**src/rtl/opb_register_bank_s2p.sv**
```systemverilog
// OPB slave register bank: snapshots a wide fabric word set on a strobe
// and exposes it with status/control over a single-cycle OPB handshake.
module opb_register_bank_s2p #(
  parameter logic [31:0] C_BASEADDR   = 32'h01001200,
  parameter logic [31:0] C_HIGHADDR   = 32'h010012FF,
  parameter int          C_NUM_REGS   = 4,
  parameter int          C_OPB_AWIDTH = 32,
  parameter int          C_OPB_DWIDTH = 32,
  parameter              C_FAMILY     = "virtex5"
) (
  input  logic                         OPB_Clk,
  input  logic                         OPB_Rst,
  input  logic [0:C_OPB_AWIDTH-1]      OPB_ABus,
  input  logic [0:C_OPB_DWIDTH/8-1]    OPB_BE,
  input  logic [0:C_OPB_DWIDTH-1]      OPB_DBus,
  input  logic                         OPB_RNW,
  input  logic                         OPB_select,
  input  logic                         OPB_seqAddr,
  output logic [0:C_OPB_DWIDTH-1]      Sl_DBus,
  output logic                         Sl_xferAck,
  output logic                         Sl_errAck,
  output logic                         Sl_retry,
  output logic                         Sl_toutSup,
  input  logic [C_NUM_REGS*32-1:0]     user_data_in,
  input  logic                         user_valid
);

  typedef enum logic {IDLE, ACK} state_t;

  state_t      state;
  state_t      state_nxt;
  logic        ack;

  logic [31:0] addr;
  logic [31:0] offset;
  logic [29:0] word;
  logic [31:0] wdat;
  logic [31:0] rd_val;
  logic [31:0] rd_data;

  logic        in_range;
  logic        hit;
  logic        ctrl_wr;
  logic        clr;
  logic        cap;

  logic [31:0] shadow [C_NUM_REGS];
  logic [15:0] seq_cnt;
  logic        new_data;
  logic        overflow;
  logic        freeze;

  assign addr     = {OPB_ABus[0:C_OPB_AWIDTH-3], 2'b00};
  assign in_range = (addr >= C_BASEADDR) && (addr <= C_HIGHADDR);
  assign hit      = (state == IDLE) && OPB_select && in_range;
  assign offset   = addr - C_BASEADDR;
  assign word     = offset[31:2];
  assign wdat     = OPB_DBus;

  assign ctrl_wr  = hit && !OPB_RNW &&
                    (word == 30'd1) &&
                    OPB_BE[C_OPB_DWIDTH/8-1];
  assign clr      = ctrl_wr && wdat[1];
  assign cap      = user_valid && !freeze;

  always_comb begin
    rd_val = '0;
    if (word == 30'd0)
      rd_val = {seq_cnt, 8'(C_NUM_REGS),
                6'd0, overflow, new_data};
    else if (word == 30'd1)
      rd_val = {31'd0, freeze};
    for (int k = 0; k < C_NUM_REGS; k++)
      if (word == 30'(k + 2))
        rd_val = shadow[k];
  end

  always_ff @(posedge OPB_Clk or posedge OPB_Rst) begin
    if (OPB_Rst) state <= IDLE;
    else         state <= state_nxt;
  end

  always_comb begin
    state_nxt = state;
    ack       = 1'b0;
    unique case (state)
      IDLE: if (hit) state_nxt = ACK;
      ACK: begin
        state_nxt = IDLE;
        ack       = 1'b1;
      end
    endcase
  end

  // A capture on the same edge as a clear wins; the clear
  // only suppresses the overflow the capture would raise.
  always_ff @(posedge OPB_Clk or posedge OPB_Rst) begin
    if (OPB_Rst) begin
      rd_data  <= '0;
      seq_cnt  <= '0;
      new_data <= 1'b0;
      overflow <= 1'b0;
      freeze   <= 1'b0;
      for (int k = 0; k < C_NUM_REGS; k++)
        shadow[k] <= '0;
    end else begin
      if (hit)
        rd_data <= OPB_RNW ? rd_val : '0;
      if (ctrl_wr)
        freeze <= wdat[0];
      if (cap) begin
        for (int k = 0; k < C_NUM_REGS; k++)
          shadow[k] <= user_data_in[32*k +: 32];
        seq_cnt  <= seq_cnt + 16'd1;
        new_data <= 1'b1;
        overflow <= !clr && (overflow || new_data);
      end else if (clr) begin
        new_data <= 1'b0;
        overflow <= 1'b0;
      end
    end
  end

  assign Sl_xferAck = ack;
  assign Sl_DBus    = ack ? rd_data : '0;
  assign Sl_errAck  = 1'b0;
  assign Sl_retry   = 1'b0;
  assign Sl_toutSup = 1'b0;

  logic unused_ok;
  assign unused_ok = ^{OPB_seqAddr,
                       OPB_ABus[C_OPB_AWIDTH-2:C_OPB_AWIDTH-1],
                       offset[1:0],
                       OPB_BE[0:C_OPB_DWIDTH/8-2],
                       wdat[31:2],
                       ($bits(C_FAMILY) > 0)};

endmodule

```
**config.mk**
```make
export PLATFORM = sky130hd
export DESIGN_NAME = opb_register_bank_s2p
export DESIGN_NICKNAME = d
export VERILOG_FILES = /design/src/rtl/opb_register_bank_s2p.sv
export SDC_FILE = /design/constraint.sdc
export NUM_CORES = 1
export LEC_CHECK = 0
export BUFFER_PORTS_ARGS = -buffer_cell sky130_fd_sc_hd__buf_2
export CORE_MARGIN = 2
export CORE_UTILIZATION = 50
export DETAILED_ROUTE_END_ITERATION = 7
export PLACE_DENSITY_LB_ADDON = 0.3
export SLEW_MARGIN = 20
export SYNTH_ARGS = -nofsm -noshare
export SYNTH_HDL_FRONTEND = slang
export SYNTH_SLANG_ARGS = --single-unit
```
**constraint.sdc**
```tcl
create_clock -name OPB_Clk -period 8.4 [get_ports OPB_Clk]
set_input_delay 1.68 -clock OPB_Clk [delete_from_list [all_inputs] [get_ports OPB_Clk]]
set_output_delay 1.68 -clock OPB_Clk [all_outputs]
set_load 0.05 [all_outputs]
```
==> run summary, run 1 <==
Rows: 48
DP Area: 9960 sq um
Finish-stage setup viols: 0
Setup TNS: 0 ps
Routed Antenna Nets: 0
Synth Warn #: 0
GP Congestion: 0.860
Syn_area_per_cell: 11.5 sq um
Fin util: 0.615
Post-Layout Cell Count: 1185
Clock share of power: 0.422
DR vias: 6593
# diodes: 0
DP HPWL: 15100 um
Int Pwr: 1630 uW
WS Path Type: input pin to register
Post-synthesis register bit count: 180
RSZ-0062 raised after global routing: false
Vias per cell: 5.56
Mapped cell area: 8860 sq um
Reg2reg start: state
Starting density of the core: 0.512
Sw Ratio: 0.242
Power per cell area: 202 nW/um^2
Seq pwr share: 0.463
First-pass GRT wire length: 33300 um
WHS: 457 ps
CP Data Arrival Time: 4380 ps
Fmax: 245 MHz
Final cell area excluding filler cells: 10600 sq um
Rel. slew slack: 0.288
Clock transition at path regs: 70 ps
CP Launch Point: OPB_ABus[22]
Pin count of the biggest net entering global routing: 106
Tmin final: 4080 ps
Layout net count: 1151
Register area: 4500 sq um
FFs w/ async S/R, synth: 1.00
Worst hold path startpoint: rd_data[26]
Die height: 137 um
Drt pass-1 iters: 4
# hold bufs at CTS: 0
Number of fill cells: 1415
Clk buf depth: 2
Post-cts sizing count: 0
Skew final: 9.96 ps
Die X: 137 um
Post-CTS Setup Repair Bufs: 0
Number of distinct library cells after synthesis: 62
Initial DRC Count: 347
DR WL/cell: 18.1 um
GR Overflow Total: 0
Clk sinks: 180
Area of the multi-input gates: 4070 sq um
Crit. End Element: register
Max FO, Critical Path: 33
Core Region: 17300 sq um
Max VDD drop: 0.142 mV
PortBufs: 198
Clock Latency Late Sink: 430 ps
Max Cap Violations: 0
Antenna violations before repair: 0
Mapped Cells: 774
Root cell of the clock tree: clkbuf_16
Total GRT Usage: 0.233
Fin crit share: 0.485
Lkg Pwr: 0.00488 uW
Ys flop type: dfrtp_1
Die ar.: 18800 sq um
Worst-Margin Slew: 1060 ps
Post-synth EDFFs: 0
Pins Over Slew Limit: 0
Share of layout cells above drive strength 1: 0.420
Residual DRC count: 0
Req. time, crit path: 8710 ps
Status: finished, final reports clean
CTS tree: yes
Fin. Hold Viols: 0
Hold WC Path Type: register to register
Ports: 238
Placed Instances: 1153
P_sw: 522 uW
Comb power frac: 0.115
Startpoint types: input pin
Area grow syn2layout: 20.0%
Num CTS Buffers: 17
WL final: 21500 um
Seq/Total Area, Yosys: 0.508
H-tree Lvls: 4
Vias in the first global route: 6292
cell type report:
type,count,share of cell area
clock inverters,15,0.0236
flip-flops and latches,180,0.424
clock buffers,17,0.0400
repair buffers,206,0.0988
inverters,12,0.00471
well taps,225,0.0265
multi-input cells,530,0.383
Yosys cell counts (all sizes together), types with 4 or more instances:
library cell,instances,share of area
nand2,93,0.039
o22a,13,0.013
xnor2,11,0.011
nor2,61,0.026
mux2i,14,0.016
a221oi,18,0.020
a21oi,26,0.015
dfrtp,180,0.51
nor3,6,0.0045
xor2,4,0.0040
and4,4,0.0042
mux2,130,0.17
clkbuf,42,0.018
and3,4,0.0028
nand4,4,0.0045
and2,32,0.023
o21ai,23,0.013
nand3,13,0.0073
nor4,5,0.0042
inv,10,0.0042
o311ai,30,0.047
buf,12,0.011
nand2b,4,0.0028
layer usage:
| layer | routed length [um] | GRT usage | vias to the layer above |
|---|---|---|---|
| met4 | 198 | 0.0567 | 0 |
| met5 | 0 | 0 | - |
| met3 | 1230 | 0.0485 | 15 |
| met2 | 9970 | 0.347 | 182 |
| li1 | - | - | 3131 |
| met1 | 10100 | 0.348 | 3265 |
through the flow:
step,setup slack [ps],total power [uW]
2_1_floorplan,1830,1170
3_3_place_gp,3910,1250
3_5_place_dp,3870,1260
4_1_cts,4340,2170
5_1_grt,4140,2240
6_report,4320,2150
critical path: stages:
cell and delay [ps]:
buf_2 130, inv_1 60, ha_1 180, nand2b_1 190
a2111oi_4 430, o211ai_2 150, a221oi_4 350, nand4_4 560
o311ai_1 560, nand2_1 100
flip-flops by register name, summed over array words and instances, names as in the netlist:
register	count
state	1
freeze	1
shadow	128
seq_cnt	16
rd_data	32
overflow	1
new_data	1
power by group through the flow:
stage / clock network [uW] / registers, uW / logic (uW)
3_5_place_dp: 0 / 1010 / 248
6_report: 908 / 997 / 248
5_1_grt: 961 / 1010 / 276
2_1_floorplan: 0 / 998 / 168
3_3_place_gp: 0 / 1010 / 244
4_1_cts: 927 / 997 / 250
cell usage in the layout, fill, tap and decap left out, drive strengths merged, types with 3 or more instances in the layout:
master	netlist	layout
nor4	5	5
and2	32	32
conb	1	3
o21ai	23	23
xor2	4	4
and4	4	4
nand2b	4	4
nor3	6	6
dfrtp	180	180
mux2i	14	14
o22a	13	13
mux2	130	130
clkinv	2	5
nand2	93	93
a221oi	18	18
nand3	13	13
bufinv	0	6
buf	12	206
a21oi	26	26
xnor2	11	11
a2111oi	3	3
and3	4	4
o311ai	30	30
clkbuf	42	17
inv	10	14
nor2	61	61
nand4	4	4
worst paths after layout:
path | end | slack (ps) | cells past startpoint
worst min register to register | rd_data[26] | 460 | 2
worst max register to register | freeze | 5400 | 8
worst min-delay path | rd_data[26] | 460 | 2
max in group asynchronous | shadow[103] | 5410 | 3
min in group asynchronous | shadow[23] | 1440 | 2
worst max-delay path | rd_data[21] | 4320 | 10
logic make-up after synthesis:
kind of cell | count (synthesis) | share of synthesized area
AO/OA/AOI/OAI | 128 | 0.128
XOR/XNOR | 15 | 0.0148
buffers and inverters | 66 | 0.0343
adder cells (fa/ha/maj) | 2 | 0.00282
other | 1 | 0.000423
multiplexers | 145 | 0.184
flip-flops | 180 | 0.508
AND/OR/NAND/NOR | 237 | 0.128
(Power assumes the default switching activity.)
==> inputs of run 2 (changes only) <==
- CORE_UTILIZATION: 50 -> 48
- clock period: 8.4 -> 3.53 ns (I/O delays scaled with it)
==> run summary, run 2 (synthesis results as in run 1) <==
Final cell area excluding filler cells: 10700 sq um (was 10600 sq um)
Fin. Hold Viols: 0 (unchanged)
Pins Over Slew Limit: 0 (unchanged)
Rows: 49 (was 48)
Delay-heaviest family, CP: compound AO/OA/AOI/OAI gates (unchanged)
First-pass GRT wire length: 35400 um (was 33300 um)
P_sw: 1250 uW (was 522 uW)
# hold bufs at CTS: 0 (unchanged)
Total GRT Usage: 0.228 (was 0.233)
Post-CTS Setup Repair Bufs: 0 (unchanged)
Post-cts sizing count: 0 (unchanged)
Comb power frac: 0.121 (was 0.115)
RSZ-0062 raised after global routing: false (unchanged)
Share of layout cells above drive strength 1: 0.424 (was 0.420)
Highest-count cells in the layout ignoring fill and taps: buf_2, dfrtp_1, mux2_2 (unchanged)
Rel. slew slack: 0.332 (was 0.288)
Worst path slowest cell: and4_4 (was nand4_4)
Die height: 140 um (was 137 um)
Clock transition at path regs: 70 ps (about the same)
CTS tree: yes (unchanged)
Initial DRC Count: 443 (was 347)
Max VDD drop: 0.328 mV (was 0.142 mV)
Startpoint types: input pin (unchanged)
Tot Pwr: 4990 uW (was 2150 uW)
DR vias: 6606 (was 6593)
Biggest register: shadow (unchanged)
Ports: 238 (unchanged)
Pin count of the biggest net entering global routing: 132 (was 106)
Finish-stage setup viols: 0 (unchanged)
PortBufs: 198 (unchanged)
DR WL/cell: 18.3 um (was 18.1 um)
Tmin final: 2820 ps
Largest regs: shadow x128, rd_data x32, seq_cnt x16 (unchanged)
Commonest non-fill, non-tap cell in the layout: buf_2 (unchanged)
Core Region: 18000 sq um (was 17300 sq um)
Req. time, crit path: 3880 ps (was 8710 ps)
Clock Latency Late Sink: 430 ps (about the same)
Vias in the first global route: 6547 (was 6292)
Root cell of the clock tree: clkbuf_16 (unchanged)
Skew final: 9.09 ps (was 9.96 ps)
Int Pwr: 3740 uW (was 1630 uW)
Setup TNS: 0 ps (unchanged)
WS Path Type: input pin to register (unchanged)
Max FO, Critical Path: 32 (was 33)
Layout net count: 1158 (was 1151)
Num CTS Buffers: 17 (unchanged)
Power per cell area: 467 nW/um^2 (was 202 nW/um^2)
Seq pwr share: 0.475 (was 0.463)
DP HPWL: 15800 um (was 15100 um)
Die X: 140 um (was 137 um)
Lkg Pwr: 0.00488 uW (about the same)
Sw Ratio: 0.251 (was 0.242)
Fmax: 355 MHz
Status: finished, final reports clean (unchanged)
Max Cap Violations: 0 (unchanged)
Fin crit share: 0.798
Number of fill cells: 1519 (was 1415)
CP Launch Point: OPB_ABus[22] (unchanged)
CP Data Arrival Time: 3170 ps (was 4380 ps)
GR Overflow Total: 0 (unchanged)
Buffers & Inverters on Critical Path: 2 (unchanged)
GP Congestion: 0.885 (was 0.860)
Clk sinks: 180 (unchanged)
Crit. End Element: register (unchanged)
Max FFs per register: 128 (unchanged)
H-tree Lvls: 4 (unchanged)
Slowest stage delay, CP: 590 ps (was 560 ps)
Worst-Margin Slew: 999 ps (was 1060 ps)
Routed Antenna Nets: 0 (unchanged)
Fin util: 0.593 (was 0.615)
Starting density of the core: 0.492 (was 0.512)
Clk buf depth: 2 (unchanged)
Hold WC Path Type: input pin to async pin (was register to register)
Clock share of power: 0.404 (was 0.422)
Reg2reg start: state (unchanged)
Residual DRC count: 0 (unchanged)
Die ar.: 19600 sq um (was 18800 sq um)
WL final: 22000 um (was 21500 um)
Antenna violations before repair: 4 (was 0)
DP Area: 10100 sq um (was 9960 sq um)
Crit-path cells: buf_2, inv_1, ha_1, nand2b_1, a2111oi_4, o211ai_2, a221oi_4, and4_4, nand4_1, o21ai_1 (was buf_2, inv_1, ha_1, nand2b_1, a2111oi_4, o211ai_2, a221oi_4, nand4_4, o311ai_1, nand2_1)
Drt pass-1 iters: 5 (was 4)
Area grow syn2layout: 20.6% (was 20.0%)
Vias per cell: 5.51 (was 5.56)
run 2: changes by cell type in the layout (fill, tap and decap cells not counted):
cell        delta
inv_8          -1
buf_4          +4
diode_2        +3
buf_12         +3
bufinv_16      -2
inv_6          -1
clkinvlp_4     +4
run 2: area by class of cell:
cell class              count  area [sq um]  area share
repair buffers            213          1140       0.107
flip-flops and latches    180          4500       0.421
clock inverters            15           203      0.0190
multi-input cells         530          4070       0.381
clock buffers              17           425      0.0398
well taps                 229           287      0.0268
inverters                  12          48.8     0.00457
diodes                      3          7.51    0.000702
run 2: path summary, 6_finish.rpt:
path / end / slack [ps] / depth (start not counted)
hold reg to reg: rd_data[20] / 460 / 2
hold / removal: shadow[71] / 240 / 2
setup / recovery: rd_data[10] / 710 / 10
max in group asynchronous: shadow[56] / 2570 / 3
setup reg to reg: new_data / 1190 / 6
min in group OPB_Clk: rd_data[20] / 460 / 2
run 2: power by group through the flow:
stage | clock [uW] | combinational, uW | sequential, uW
6_report | 2010 | 603 | 2370
5_1_grt | 2130 | 668 | 2400
4_1_cts | 2040 | 607 | 2370
3_5_place_dp | 0 | 603 | 2410
3_3_place_gp | 0 | 588 | 2400
2_1_floorplan | 0 | 401 | 2370
run 2: worst register-to-register path, stage by stage (launching register included):
cell,delay (ps)
dfrtp_1,400
nor4_1,290
nand3b_1,120
or4_2,690
buf_4,300
nor3_2,320
o21bai_1,90
run 2: metal layers:
layer / wire [um] / share of wire / track usage
met5: 13 / 0.00059 / 0
met4: 338 / 0.015 / 0.0563
met3: 1360 / 0.062 / 0.0509
met2: 9960 / 0.45 / 0.331
met1: 10300 / 0.47 / 0.349
run 2: stage by stage:
step                cells  setup WS, ps  hold WS (ps)
floorplan             776           515           430
global placement     1164           333           445
detailed placement   1164           279           449
CTS                  1196           705           227
global route         1198           488           233
finish               1199           712           236
